**src/rtl/mbe_rad4_pkg.sv**
```systemverilog
// Shared widths and types for the radix-4 Modified Booth mantissa multiplier.
package mbe_rad4_pkg;

    localparam int A_W    = 11;
    localparam int B_W    = 11;
    localparam int P_W    = A_W + B_W;
    localparam int NUM_PP = (B_W + 1) / 2;
    localparam int PP_W   = A_W + 2;

    typedef struct packed {
        logic neg;
        logic one;
        logic two;
    } booth_sel_t;

    typedef logic [PP_W-1:0] pp_t;

    // Decode one 3-bit Booth group {b[2i+1], b[2i], b[2i-1]} into select lines.
    // Group 3'b111 is digit 0, so neg is suppressed to avoid a stray +1.
    function automatic booth_sel_t booth_decode(input logic [2:0] grp);
        booth_sel_t sel;
        sel.neg = grp[2] & ~(grp[1] & grp[0]);
        sel.one = grp[1] ^ grp[0];
        sel.two = (grp == 3'b011) || (grp == 3'b100);
        return sel;
    endfunction

endpackage

```
**src/rtl/mbe_rad4_ppgen.sv**
```systemverilog
// One Booth partial-product row: select 0 / a / 2a, then one's complement for
// negative digits; the matching +1 is added by the caller at the row's weight.
module mbe_rad4_ppgen
    import mbe_rad4_pkg::*;
(
    input  logic [2:0]     grp,
    input  logic [A_W-1:0] mantissa_a,
    output pp_t            pp,
    output logic           neg
);

    booth_sel_t sel;
    pp_t        mag;

    always_comb begin
        sel = booth_decode(grp);
        mag = '0;
        if (sel.one) begin
            mag = {2'b00, mantissa_a};
        end else if (sel.two) begin
            mag = {1'b0, mantissa_a, 1'b0};
        end
        pp  = sel.neg ? ~mag : mag;
        neg = sel.neg;
    end

endmodule

```
**src/rtl/mbe_rad4_mult_core.sv**
```systemverilog
// Unsigned A_W x B_W mantissa multiplier: Booth rows, full sign-extended
// summation and one registered output stage.
module mbe_rad4_mult_core
    import mbe_rad4_pkg::*;
(
    input  logic           clk,
    input  logic           rst,
    input  logic           in_valid,
    input  logic [A_W-1:0] mantissa_a,
    input  logic [B_W-1:0] mantissa_b,
    output logic           out_valid,
    output logic [P_W-1:0] product
);

    // Zero pad on top keeps the last digit non-negative; zero below is b[-1].
    logic [B_W+1:0] b_ext;
    assign b_ext = {1'b0, mantissa_b, 1'b0};

    pp_t            pp   [NUM_PP];
    logic           neg  [NUM_PP];
    logic [P_W-1:0] term [NUM_PP];
    logic [P_W-1:0] corr [NUM_PP];
    logic [P_W-1:0] sum;
    logic [P_W-1:0] product_reg;
    logic           out_valid_reg;

    for (genvar gi = 0; gi < NUM_PP; gi++) begin : g_pp
        mbe_rad4_ppgen u_ppgen (
            .grp        (b_ext[2*gi+2 : 2*gi]),
            .mantissa_a (mantissa_a),
            .pp         (pp[gi]),
            .neg        (neg[gi])
        );

        logic [P_W-1:0] pp_ext;
        assign pp_ext   = {{(P_W-PP_W){pp[gi][PP_W-1]}}, pp[gi]};
        assign term[gi] = pp_ext << (2 * gi);
        assign corr[gi] = {{(P_W-1){1'b0}}, neg[gi]} << (2 * gi);
    end

    // Wrap-around modulo 2^P_W is intended: the true product always fits.
    always_comb begin
        sum = '0;
        for (int i = 0; i < NUM_PP; i++) begin
            sum = sum + term[i] + corr[i];
        end
    end

    always_ff @(posedge clk or posedge rst) begin
        if (rst) begin
            product_reg   <= '0;
            out_valid_reg <= 1'b0;
        end else begin
            out_valid_reg <= in_valid;
            if (in_valid) begin
                product_reg <= sum;
            end
        end
    end

    assign product   = product_reg;
    assign out_valid = out_valid_reg;

endmodule

```
**config.mk**
```make
export PLATFORM = sky130hd
export DESIGN_NAME = mbe_rad4_mult_core
export DESIGN_NICKNAME = d
export VERILOG_FILES = /design/src/rtl/mbe_rad4_pkg.sv /design/src/rtl/mbe_rad4_ppgen.sv /design/src/rtl/mbe_rad4_mult_core.sv
export SDC_FILE = /design/constraint.sdc
export NUM_CORES = 1
export LEC_CHECK = 0
export BUFFER_PORTS_ARGS = -buffer_cell sky130_fd_sc_hd__buf_2
export CORE_AREA = 2 2 116 118
export DETAILED_ROUTE_END_ITERATION = 7
export DIE_AREA = 0 0 118 120
export PLACE_DENSITY_LB_ADDON = 0.2
export SLEW_MARGIN = 20
export SYNTH_ARGS = -nofsm -noshare
export SYNTH_HDL_FRONTEND = slang
export SYNTH_SLANG_ARGS = --single-unit
export TNS_END_PERCENT = 50
```
**constraint.sdc**
```tcl
create_clock -name clk -period 2.1 [get_ports clk]
set_clock_uncertainty 0.15 [all_clocks]
set_input_delay 0.105 -clock clk [delete_from_list [all_inputs] [get_ports clk]]
set_output_delay 0.105 -clock clk [all_outputs]
set_load 0.005 [all_outputs]
```
---- Word level (Yosys, flattened, before mapping) ----
Cells that the tools add are included.
storage, ports and cells
  memory bits (read-only) ................. 0
  bits in latches ......................... 0
  memories ................................ 0
  bits of input ports ..................... 25
  logic and storage cells ................. 65
  RAM bits ................................ 0
  bits in registers ....................... 23
  output and inout bits ................... 23
cells by class
  muxes and demuxes ....................... 17
  multipliers ............................. 0
  reductions and logical operators ........ 4
  add/sub/neg operators ................... 10
  bitwise logic cells ..................... 22
  eq/ne operators ......................... 10
  shifts and indexed selects .............. 0
  div/mod/pow operators ................... 0
  $lt $le $gt $ge ......................... 0
operators by type and width
  operator                                             number
  2-to-1 mux 13 bit                                    10
  adder 22 bit                                         4
  2-to-1 mux 12 bit                                    7
  inverter 13 bit                                      5
  adder 22 x 5 -> 22 bit                               1
  adder 22 x 7 -> 22 bit                               1
  adder 22 x 9 -> 22 bit                               1
  adder 16 x 4 -> 17 bit                               1
  adder 14 x 15 -> 16 bit                              1
  adder 13 x 2 -> 14 bit                               1
  equality test 3 x 2 -> 1 bit, second input constant  4
  equality test 3 bit, second input constant           4
  AND 1 bit                                            8
  bitwise XOR 1 bit                                    5
  equality test 2 bit, second input constant           2
  logical OR 1 bit                                     4
  inverter 1 bit                                       4

---- Logic depth before layout (Yosys ltp) ----
  depth after elaboration ................. 15
  mapped depth ............................ 28
  depth with buffers taken out ............ 25

---- Hierarchy ----
A second synthesis with hierarchy kept.
second synthesis, totals
  cells, all modules ...................... 932
  area, all modules ....................... 7679.9 µm²
modules (own cells, without submodules)
  module              area an instance (µm²)  sequential area each (µm²)  cells an instance  times used
  mbe_rad4_ppgen      644.4                   0.0                         86                 6
  mbe_rad4_mult_core  3813.7                  575.6                       416                1

---- Worst setup path after synthesis ----
Ideal clock, no wire load.
  kind .................................... input to register
  start point ............................. input port mantissa_b[1]
  end point ............................... register product_reg[19], in the netlist product[19]
  buffers on the path ..................... 2
  arrival time ............................ 5901 ps
  required time ........................... 1806 ps
  setup time .............................. 144 ps
  stages on the path ...................... 23
  setup slack ............................. -4095 ps
  cell sequence ........................... buf_6 > clkinv_1 > ha_1 > clkbuf_1 > nand2_1 > xnor2_1 > ha_1 > a21oi_1 > a21oi_1 > a41o_1 > a31o_1 > and3b_1 > or3_1 > fa_1 > fa_1 > fa_1 > inv_1 > ha_1 > nand3_1 > or3b_2 > a21oi_1 > mux2i_1 > o221ai_1
between the ends
  cells in the longest elaborated chain, start to end .. 15
  elaborated cells between the ends (all ways) .. 26
  those cells by class .................... add/sub (10); eq/ne (3); mux (6); bitwise (6); reduce/logical (1)
RTL lines
  item                                                         RTL line                                        source
  start: declaration                                           mbe_rad4_mult_core.sv:10                        input logic [B_W-1:0] mantissa_b,
  equality test 2 bit (tied with other cells)                  mbe_rad4_pkg.sv:24                              sel.two = (grp == 3'b011) || (grp == 3'b100);
  2-to-1 mux 12 bit or logical OR 1 bit (tied branches)        mbe_rad4_ppgen.sv:20, mbe_rad4_pkg.sv:24
  2-to-1 mux 13 bit or 2-to-1 mux 12 bit (tied branches)       mbe_rad4_ppgen.sv:18, mbe_rad4_ppgen.sv:20
  inverter 13 bit or 2-to-1 mux 13 bit (tied branches)         mbe_rad4_ppgen.sv:23, mbe_rad4_ppgen.sv:18
  2-to-1 mux 13 bit or inverter 13 bit (tied branches)         mbe_rad4_ppgen.sv:23                            pp = sel.neg ? ~mag : mag;
  adder 13 x 2 -> 14 bit or 2-to-1 mux 13 bit (tied branches)  mbe_rad4_mult_core.sv:45, mbe_rad4_ppgen.sv:23
  adder 14 x 15 -> 16 bit                                      mbe_rad4_mult_core.sv:45                        sum = sum + term[i] + corr[i];
  adder 16 x 4 -> 17 bit (*)                                   mbe_rad4_mult_core.sv:45
  adder 22 bit (*)                                             mbe_rad4_mult_core.sv:45
  adder 22 x 5 -> 22 bit (*)                                   mbe_rad4_mult_core.sv:45
  adder 22 bit (*)                                             mbe_rad4_mult_core.sv:45
  adder 22 x 7 -> 22 bit (*)                                   mbe_rad4_mult_core.sv:45
  adder 22 bit (*)                                             mbe_rad4_mult_core.sv:45
  adder 22 x 9 -> 22 bit (*)                                   mbe_rad4_mult_core.sv:45
  adder 22 bit (*)                                             mbe_rad4_mult_core.sv:45
  end signal: assignment                                       mbe_rad4_mult_core.sv:56                        product_reg <= sum;
  end: declaration                                             mbe_rad4_mult_core.sv:24                        logic [P_W-1:0] product_reg;
Mark *: on every way between the ends. The rest lies on a longest branch, timed or not.
A chain may end at the register's enable or synchronous reset.

---- Worst setup path after layout ----
  start point ............................. input port mantissa_b[1]
  end point ............................... register product_reg[20], in the netlist product[20]
The elaborated chain is that of the path after synthesis.

==> results.json <==
{
  "start_util_pct": 43.65,
  "fp.dieW_um": 118,
  "grt_pass1_vias": 6497,
  "min-delay-start": "in_valid",
  "portBuffers": 47,
  "numCtsBuffers": 3,
  "worst-endpoint-required_ps": 2150,
  "cts_buffer_depth": 2,
  "viasPerCell": 5.768,
  "yosysTopAreaCellShare_pct": 13.78,
  "final_common_cell": "buf_4",
  "drive_gt1_share_pct": 40.34,
  "min_path_cells": 1,
  "rr_worst_depth": 3,
  "vias": 6391,
  "final_cell_mix": "buf_4, a21oi_1, nand2_1, inv_1, buf_2",
  "post-route-period-util_pct": 264.4,
  "timing.fmax_mhz": 180.1,
  "n_antenna_cell": 0,
  "hpwl_um": 14360,
  "drv_slew": 0,
  "grt_pass1_wl_um": 30460,
  "gp_congestion": 1.112,
  "fin_cells": 1108,
  "arrival_ps": 5600,
  "fin_crit_ps": 5553,
  "synth-edff-count": 0,
  "finalSetupViolations": 19,
  "num_io_pins": 48,
  "setup.worst_path.class": "in2reg",
  "r2r_slack_ps": 1110,
  "grt_use_total_pct": 25.84,
  "ys_ff_latch": 23,
  "syn_nets": 855,
  "first_pass_iters": 5,
  "antenna_found_initial": 0,
  "routed_wl_um": 18930,
  "status": "complete, but fails checks",
  "clkSlewWorstSetupHoldPaths_ps": 60,
  "leakage_nw": 3.795,
  "violations": "setup timing",
  "worstSetupEndpointType": "flip-flop",
  "synth-warning-count": 0,
  "core_region_area_um2": 12980,
  "clock_latency_ps": 260,
  "grt_max_degree": 34,
  "wl_per_cell_um": 17.09,
  "holdCritPathClass": "in2reg",
  "tns_ps": -51010,
  "reg2reg_to": "product[20]",
  "area_delta_synth_final_pct": 44.41,
  "syn_avg_cell_area_um2": 7.635,
  "drc": 0,
  "maxCapViolCount": 0,
  "nFillCells": 1135,
  "gr-total-overflow": 0,
  "startpoint_type": "input port",
  "yosysSeqAreaShare_pct": 10.16,
  "synthCells": 742,
  "root_buffer": "clkbuf_16",
  "p_total_mw": 15.10,
  "cts_sinks": 23,
  "h-tree-depth": 1,
  "timing.rr.start": "product[20]",
  "rsz0062_at_grt": "true",
  "path_max_fanout": 4,
  "worstMarginPinSlew_ps": 876.6,
  "fin_nets": 1046,
  "synthFlopType": "dfrtp_1",
  "synth_top_area_cell": "fa_1",
  "max_slew_margin_pct": 41.49,
  "drtIter0Drc": 469,
  "hold_viol": 0,
  "irDropWorstVdd_mv": 1.786,
  "ys_types": 57,
  "timing.final.ws_setup_ps": -3453,
  "fp.dieArea_um2": 14160,
  "rows": 42,
  "synth-async-reset-ratio_pct": 100.0,
  "syn_area_um2": 5665,
  "placed_cells": 1078,
  "synth.area.top_cells": "fa_1, ha_1, a21oi_1, dfrtp_1, xnor2_1",
  "power.density_nw_per_um2": 1845,
  "cts_tree": "built",
  "worst_hold_path.endpoint": "out_valid",
  "chipHeight_um": 120,
  "largest_reg_flops": 22,
  "ant_nets": 0
}
-- cell type report --
type,count,area (um^2),share of cell area (%)
inverters,68,267.8,3.273
multi-input cells,585,5195,63.50
flip-flops and latches,23,575.6,7.035
well taps,176,220.2,2.692
clock buffers,4,78.83,0.9634
repair buffers,252,1844,22.54
-- worst max-delay path: stages --
cell and delay (ps):
buf_12 100, clkinv_8 40, ha_4 250, nor3b_4 270, a21oi_2 60, nor2_1 140, a211oi_2 60, ha_1 310
a21o_1 170, a41o_1 250, a31o_4 250, and3b_2 220, or3_4 440, fa_1 580, fa_1 470, fa_1 570
inv_2 40, ha_4 210, a21o_4 230, a21oi_4 150, nor2b_2 60, or4_1 520, nand3_1 100
-- logic make-up after synthesis --
| family | share of synthesized area (%) |
|---|---|
| compound gates | 30.61 |
| xor+xnor | 7.244 |
| fa+ha+maj | 24.60 |
| buf+inv | 9.032 |
| flops | 10.16 |
| mux | 5.521 |
| simple gates | 12.83 |
-- routing by layer --
metal	routed length, um	global-route usage (%)	vias to the layer above
met5	0	0	-
met4	893	11.07	0
li1	-	-	3027
met1	7423	29.75	3051
met3	857	3.042	78
met2	9758	48.18	235
-- power breakdown --
part	leakage (nW)	internal (mW)	switching, mW
clock network	0.0382	0.259	0.158
registers	0.269	0.708	0.100
logic	3.49	7.45	6.42
total	3.80	8.42	6.68
-- what timing repair did --
item                       CTS  global route
setup endpoints to repair   19            20
pin swaps                   70            17
hold endpoints to repair    23             0
gates resized for setup     66            33
buffers inserted            17             9
hold buffers                 1             0
-- cell usage after synthesis, types with 4 or more instances --
cell / count
nand3_1: 8
fa_1: 39
a211oi_1: 20
o21bai_1: 4
xor2_1: 15
a211o_1: 8
a22oi_1: 7
o31ai_1: 6
buf_1: 6
a21oi_1: 122
nor2_1: 38
clkbuf_1: 58
nor3_1: 8
ha_1: 49
o22ai_1: 5
a311oi_1: 7
a21o_1: 15
mux2_2: 18
o211ai_1: 11
dfrtp_1: 23
nand2_1: 60
mux2i_1: 11
nand2b_1: 9
inv_1: 65
o221ai_1: 28
nor2b_1: 14
xnor2_1: 30
o21ai_0: 12
-- stage by stage --
stage | cell area [um^2] | hold WS (ps) | setup WS (ps) | utilization (%)
finish | 8182 | 130.9 | -3453 | 63.03
global route | 8182 | 169.8 | -3659 | 63.03
CTS | 7945 | 117.4 | -3323 | 61.21
detailed placement | 7408 | 192.9 | -3856 | 57.08
global placement | 7408 | 136.6 | -3762 | 57.08
floorplan | 5924 | -43.08 | -3436 | -
-- worst max path at each step --
stage / start / endpoint / slack (ps) / depth (start not counted)
detailed placement: mantissa_b[1] / product[20] / -3860 / 23
finish: mantissa_b[1] / product[20] / -3450 / 23
CTS: mantissa_b[1] / product[19] / -3320 / 24
global placement: mantissa_b[1] / product[19] / -3760 / 24
floorplan: mantissa_b[1] / product[19] / -3440 / 24
global route: mantissa_b[1] / product[19] / -3660 / 25
Note: power is estimated with default switching activity, not from simulation.
